[src/rtl/mips_mem_pkg.sv]
// Shared definitions for the unified-memory arbiter: state encoding, default
// bus widths and a counter-width helper.
package mips_mem_pkg;

  localparam int AW_DEF = 10;
  localparam int DW_DEF = 32;

  localparam logic [1:0] ST_IDLE    = 2'd0;
  localparam logic [1:0] ST_IF_XFER = 2'd1;
  localparam logic [1:0] ST_DM_XFER = 2'd2;
  localparam logic [1:0] ST_IF_DROP = 2'd3;

  // Bits needed to hold 0..max_val, never less than one.
  function automatic int ctr_width(input int unsigned max_val);
    return (max_val > 0) ? $clog2(max_val + 1) : 1;
  endfunction

endpackage

[src/rtl/mips_sat_ctr.sv]
// Saturating up-counter with synchronous clear (clear wins over increment).
module mips_sat_ctr #(
  parameter int          W   = 4,
  parameter int unsigned MAX = 15
) (
  input  logic         clk_i,
  input  logic         rst_ni,
  input  logic         clr_i,
  input  logic         inc_i,
  output logic [W-1:0] cnt_o
);

  localparam logic [W-1:0] MaxVal = W'(MAX);

  logic [W-1:0] cnt_q, cnt_d;

  always_comb begin
    cnt_d = cnt_q;
    if (clr_i) begin
      cnt_d = '0;
    end else if (inc_i && (cnt_q != MaxVal)) begin
      cnt_d = cnt_q + 1'b1;
    end
  end

  always_ff @(posedge clk_i or negedge rst_ni) begin
    if (!rst_ni) begin
      cnt_q <= '0;
    end else begin
      cnt_q <= cnt_d;
    end
  end

  assign cnt_o = cnt_q;

endmodule

[src/rtl/mips_mem_arbiter.sv]
// Arbitrates the single unified memory between instruction fetch and the
// MEM stage; one transaction in flight, data first, fetch protected from starvation.
module mips_mem_arbiter
  import mips_mem_pkg::*;
#(
  parameter int          AW           = AW_DEF,
  parameter int          DW           = DW_DEF,
  parameter int unsigned STARVE_LIMIT = 4,
  parameter int unsigned TIMEOUT      = 16
) (
  input  logic          clk_i,
  input  logic          rst_ni,
  input  logic          if_req_i,
  input  logic [AW-1:0] if_addr_i,
  input  logic          if_flush_i,
  output logic          if_ack_o,
  output logic          if_err_o,
  output logic [DW-1:0] if_rdata_o,
  input  logic          dm_req_i,
  input  logic          dm_we_i,
  input  logic [AW-1:0] dm_addr_i,
  input  logic [DW-1:0] dm_wdata_i,
  output logic          dm_ack_o,
  output logic          dm_err_o,
  output logic [DW-1:0] dm_rdata_o,
  output logic          mem_req_o,
  output logic          mem_we_o,
  output logic [AW-1:0] mem_addr_o,
  output logic [DW-1:0] mem_wdata_o,
  input  logic [DW-1:0] mem_rdata_i,
  input  logic          mem_ready_i,
  output logic          busy_o
);

  localparam int SW = ctr_width(STARVE_LIMIT);
  localparam int TW = ctr_width(TIMEOUT);
  localparam logic [SW-1:0] StarveMax = SW'(STARVE_LIMIT);
  localparam logic [TW-1:0] TmoLast   = TW'((TIMEOUT > 0) ? TIMEOUT - 1 : 0);

  logic [1:0]    state_q, state_d;
  logic          mem_req_q, mem_req_d;
  logic          mem_we_q, mem_we_d;
  logic [AW-1:0] mem_addr_q, mem_addr_d;
  logic [DW-1:0] mem_wdata_q, mem_wdata_d;
  logic          if_ack_q, if_ack_d, if_err_q, if_err_d;
  logic          dm_ack_q, dm_ack_d, dm_err_q, dm_err_d;
  logic [DW-1:0] if_rdata_q, if_rdata_d, dm_rdata_q, dm_rdata_d;

  logic [SW-1:0] starve_cnt;
  logic [TW-1:0] tmo_cnt;
  logic          if_elig, dm_elig, gnt_if, gnt_dm, tmo_hit, xfer_end;

  // A port is not re-granted while its own ack is still showing.
  assign if_elig  = if_req_i & ~if_ack_q & ~if_flush_i;
  assign dm_elig  = dm_req_i & ~dm_ack_q;
  assign gnt_if   = (state_q == ST_IDLE) & if_elig & (~dm_elig | (starve_cnt == StarveMax));
  assign gnt_dm   = (state_q == ST_IDLE) & dm_elig & ~gnt_if;
  // tmo_cnt counts completed request cycles, so TmoLast marks the final allowed one.
  assign tmo_hit  = (TIMEOUT != 0) && mem_req_q && !mem_ready_i && (tmo_cnt == TmoLast);
  assign xfer_end = mem_req_q & (mem_ready_i | tmo_hit);

  mips_sat_ctr #(.W(SW), .MAX(STARVE_LIMIT)) u_starve_ctr (
    .clk_i  (clk_i),
    .rst_ni (rst_ni),
    .clr_i  (gnt_if),
    .inc_i  (gnt_dm & if_elig),
    .cnt_o  (starve_cnt)
  );

  mips_sat_ctr #(.W(TW), .MAX(TIMEOUT)) u_tmo_ctr (
    .clk_i  (clk_i),
    .rst_ni (rst_ni),
    .clr_i  (~mem_req_q | xfer_end),
    .inc_i  (mem_req_q),
    .cnt_o  (tmo_cnt)
  );

  always_comb begin
    state_d     = state_q;
    mem_req_d   = mem_req_q;
    mem_we_d    = mem_we_q;
    mem_addr_d  = mem_addr_q;
    mem_wdata_d = mem_wdata_q;
    if_ack_d    = 1'b0;
    if_err_d    = 1'b0;
    dm_ack_d    = 1'b0;
    dm_err_d    = 1'b0;
    if_rdata_d  = if_rdata_q;
    dm_rdata_d  = dm_rdata_q;
    case (state_q)
      ST_IDLE: begin
        if (gnt_if || gnt_dm) begin
          mem_req_d   = 1'b1;
          mem_we_d    = gnt_dm & dm_we_i;
          mem_addr_d  = gnt_if ? if_addr_i : dm_addr_i;
          mem_wdata_d = dm_wdata_i;
          state_d     = gnt_if ? ST_IF_XFER : ST_DM_XFER;
        end
      end
      ST_IF_XFER: begin
        if (xfer_end) begin
          mem_req_d = 1'b0;
          state_d   = ST_IDLE;
          if (!if_flush_i) begin
            if_ack_d = 1'b1;
            if_err_d = ~mem_ready_i;
            if (mem_ready_i) begin
              if_rdata_d = mem_rdata_i;
            end
          end
        end else if (if_flush_i) begin
          state_d = ST_IF_DROP;
        end
      end
      ST_DM_XFER: begin
        if (xfer_end) begin
          mem_req_d = 1'b0;
          state_d   = ST_IDLE;
          dm_ack_d  = 1'b1;
          dm_err_d  = ~mem_ready_i;
          if (mem_ready_i && !mem_we_q) begin
            dm_rdata_d = mem_rdata_i;
          end
        end
      end
      ST_IF_DROP: begin
        if (xfer_end) begin
          mem_req_d = 1'b0;
          state_d   = ST_IDLE;
        end
      end
      default: state_d = ST_IDLE;
    endcase
  end

  always_ff @(posedge clk_i or negedge rst_ni) begin
    if (!rst_ni) begin
      state_q     <= ST_IDLE;
      mem_req_q   <= 1'b0;
      mem_we_q    <= 1'b0;
      mem_addr_q  <= '0;
      mem_wdata_q <= '0;
      if_ack_q    <= 1'b0;
      if_err_q    <= 1'b0;
      dm_ack_q    <= 1'b0;
      dm_err_q    <= 1'b0;
      if_rdata_q  <= '0;
      dm_rdata_q  <= '0;
    end else begin
      state_q     <= state_d;
      mem_req_q   <= mem_req_d;
      mem_we_q    <= mem_we_d;
      mem_addr_q  <= mem_addr_d;
      mem_wdata_q <= mem_wdata_d;
      if_ack_q    <= if_ack_d;
      if_err_q    <= if_err_d;
      dm_ack_q    <= dm_ack_d;
      dm_err_q    <= dm_err_d;
      if_rdata_q  <= if_rdata_d;
      dm_rdata_q  <= dm_rdata_d;
    end
  end

  assign if_ack_o    = if_ack_q;
  assign if_err_o    = if_err_q;
  assign if_rdata_o  = if_rdata_q;
  assign dm_ack_o    = dm_ack_q;
  assign dm_err_o    = dm_err_q;
  assign dm_rdata_o  = dm_rdata_q;
  assign mem_req_o   = mem_req_q;
  assign mem_we_o    = mem_we_q;
  assign mem_addr_o  = mem_addr_q;
  assign mem_wdata_o = mem_wdata_q;
  assign busy_o      = (state_q != ST_IDLE);

endmodule
[config.mk]
export PLATFORM = sky130hd
export DESIGN_NAME = mips_mem_arbiter
export DESIGN_NICKNAME = d
export VERILOG_FILES = /design/src/rtl/mips_mem_pkg.sv /design/src/rtl/mips_sat_ctr.sv /design/src/rtl/mips_mem_arbiter.sv
export SDC_FILE = /design/constraint.sdc
export NUM_CORES = 1
export LEC_CHECK = 0
export ABC_AREA = 1
export CORE_MARGIN = 10
export CORE_UTILIZATION = 45
export DETAILED_ROUTE_END_ITERATION = 8
export PLACE_DENSITY = 0.82
export SYNTH_ARGS = -nofsm -noshare
export SYNTH_HDL_FRONTEND = slang
export SYNTH_SLANG_ARGS = --single-unit
[constraint.sdc]
create_clock -name clk_i -period 5.03 [get_ports clk_i]
set_clock_uncertainty 0.1 [all_clocks]
set_input_delay 1.006 -clock clk_i [delete_from_list [all_inputs] [get_ports clk_i]]
set_output_delay 1.006 -clock clk_i [all_outputs]
set_load 0.05 [all_outputs]
==> metrics <==
outcome finished, final reports clean; CTS buffer count 17; CTS tree yes; CP max stage delay 0.72 ns; period utilisation layout 58.6%; share of layout cells above drive strength 1 5.51%; Max Root-Sink Buffers 2; vias in the first global route 4,685; global route overflow 0; drt pass-1 iters 5; via count 4,629; Hold EP mem_wdata_o[23]$_DFFE_PN0P_; internal reg-to-reg setup slack 2.45 ns; DP HPWL 11,700 um; Warnings, synthesis 0; WL per Instance 16.6 um; CP Data Arrival Time 3.19 ns; worst slew pin tran 1.09 ns; Logic pwr share 54.0%; critical path class input pin to register; Net Sw Frac 48.7%; vias per cell 4.91; max layer used met4; worst setup path startpoint mem_ready_i; final WL 15,600 um; Final Worst Setup Slack 2.08 ns; starting density of the core 45.7%; Post-DRT Antenna Nets 0; critical path's slowest cell clkdlybuf4s50_1; f_max 0.339 GHz; gate count of the mapped netlist 588; Resized Gates After CTS 0; worst-skew pair later-pin latency 0.40 ns; Unique masters post-synth 29; RD Place Congestion 0.885; post-synthesis sequential area ratio 59.1%; IO buf count 203; Yosys reg bits 122; Final setup viols 0; Chip Width 127 um; antenna violations before repair 0; largest net degree at the start of global routing 65; Syn-to-layout area delta 49.7%; # diodes 0; final hold violation count 0; Fin Hold WS 0.366 ns; fin. max-slew vios 0; Worst Reg2Reg Path Length in Cells 10; synthesized area 0.00517 mm2; maximum VDD drop 0.482 mV; sequential share of power 27.5%; post-CTS setup buffer count 0; M1 WL 6460 um; Worst Path Required 5.27 ns; element type at the critical path end register; min Tclk post-route 2.95 ns; net switching power 2.93 mW; All-Layer GR Usage 19.1%; hold path start mem_wdata_o[23]$_DFFE_PN0P_; Core Box Area 0.0113 mm2; pwr dens 778 mW/mm2; Root Driver clkbuf_16; RSZ-0062 raised after global routing false; # H-tree levels 4; WL met3 1950 um; IO Pins 204; die footprint 0.0162 mm2; Internal Pwr Total 3.09 mW; crit path max fanout 33; Final TNS setup 0 ns; CTS Hold Buffers Added 0; CP most frequent cell nand2_1; DRT iter0 DRCs 333; Syn Area/Cell 8.79 um2; CTS clock-pin slew for the worst setup and hold paths 0.06 ns; clock power share 18.5%; worst min-delay path class register to register; critical path cell sequence clkdlybuf4s50_1 > o21ai_4 > inv_2 > nand3_4 > nor2_4 > nand2_1 > nand2_1; Max-slew headroom 26.9%; r2r startpoint u_tmo_ctr.cnt_o[1]$_DFFE_PN0P_; fin nets 882; Std-Cell Rows 39; DRC errors left 0; Die Y 127 um; Reg-to-Reg End dm_rdata_o[8]$_DFFE_PN0P_; post-synth net total 684; Max-Cap Viols 0; hold path depth 2; Sink Count 122; wire length on met2 7010 um; crit start category input pin; first-pass GRT wire length 24,900 um; Leak 3.78 nW; post-place setup slack 1.68 ns
## power groups by stage
stage	sequential (mW)	clock, mW	combinational, mW
global route	1.71	1.18	3.46
floorplan	3.04	0	0.711
detailed placement	1.67	0	3.27
global placement	1.64	0	3.21
finish	1.66	1.11	3.25
CTS	1.65	1.13	3.29
## cell type report
type,count,area [um2]
tap,143,179
timing repair buffer,206,2050
sequential,122,3050
multi-input combinational,384,1710
clock inverter,8,70.1
fill,889,3580
inverter,55,206
clock buffer,24,472
## worst max-delay path, delay by kind of cell
family                 cells  cell delay [ns]
AO/OA/AOI/OAI              1             0.16
AND/OR/NAND/NOR            4             1.19
buffers and inverters      2             0.82
## metrics by stage
step                utilization, %  cells  area (um2)  total power, mW
finish                        68.4    942        7740             6.02
detailed placement            63.6    910        7200             4.94
CTS                           68.4    942        7740             6.08
global route                  68.4    942        7740             6.35
global placement              63.6    910        7200             4.85
floorplan                        -    588        5170             3.76
## logic make-up after synthesis
kind of cell    count (synthesis)  share of synthesized area (%)
compound gates                 78                           8.18
xor+xnor                        3                          0.508
fa+ha+maj                       5                           1.21
buf+inv                        82                           7.89
flops                         122                           59.1
simple gates                  298                           23.2
## worst max path at each step
stage | end | depth (start not counted)
2_1_floorplan | if_rdata_o[14]$_DFFE_PN0P_ | 7
3_3_place_gp | dm_rdata_o[22]$_DFFE_PN0P_ | 7
3_5_place_dp | dm_rdata_o[28]$_DFFE_PN0P_ | 7
4_1_cts | busy_o | 3
5_1_grt | dm_rdata_o[13]$_DFFE_PN0P_ | 7
6_report | dm_rdata_o[8]$_DFFE_PN0P_ | 7
## cell usage after synthesis
library cell	count	area (um2)
nor2_1	11	41.3
o21ai_1	7	35.0
o22ai_1	1	6.26
clkbuf_4	2	15.0
o31ai_1	1	7.51
a21oi_4	1	16.3
buf_6	9	101
inv_1	51	191
buf_4	2	15.0
nand2_1	261	980
a21oi_1	5	25.0
xor2_1	2	17.5
nand3_4	2	35.0
xnor2_1	1	8.76
ha_1	5	62.6
nand3_2	1	10.0
clkbuf_2	2	10.0
buf_2	12	60.1
a22oi_1	1	7.51
nor2_4	2	22.5
nor3b_1	1	7.51
nor3_1	2	10.0
dfrtp_1	122	3050
nand3_1	17	85.1
o21ai_4	1	16.3
o21ai_2	1	8.76
inv_2	4	15.0
o21ai_0	60	300
nand2_2	1	6.26
## sequential cells by signal, indices dropped and copies added, names as in the netlist
register            count
mem_req_o               1
u_starve_ctr.cnt_o      3
mem_wdata_o            32
mem_addr_o             10
if_ack_o                1
dm_ack_o                1
dm_err_o                1
state_q                 2
if_rdata_o             32
u_tmo_ctr.cnt_o         5
if_err_o                1
dm_rdata_o             32
mem_we_o                1
## layout by cell type, fill, tap and decap left out, types with 2 or more instances in the layout
cell type and instances:
xor2_1 2, ha_1 5, o21ai_1 7, dfrtp_1 122
clkdlybuf4s50_1 202, nor2_4 2, nand2_1 261, nor3_1 2
clkbuf_16 17, clkbuf_8 2, clkinv_2 5, clkinvlp_4 2
nor2_1 11, buf_4 4, inv_2 4, nand3_4 2
o21ai_0 60, nand3_1 17, clkbuf_1 5, inv_1 51
a21oi_1 5
## metal layers
| metal | global-route usage (%) | vias to the layer above |
|---|---|---|
| met1 | 22.8 | 2187 |
| met3 | 9.80 | 15 |
| li1 | - | 2221 |
| met2 | 29.1 | 206 |
| met5 | 0 | - |
| met4 | 6.50 | 0 |
No activity file was read; power rests on OpenSTA's default activity.
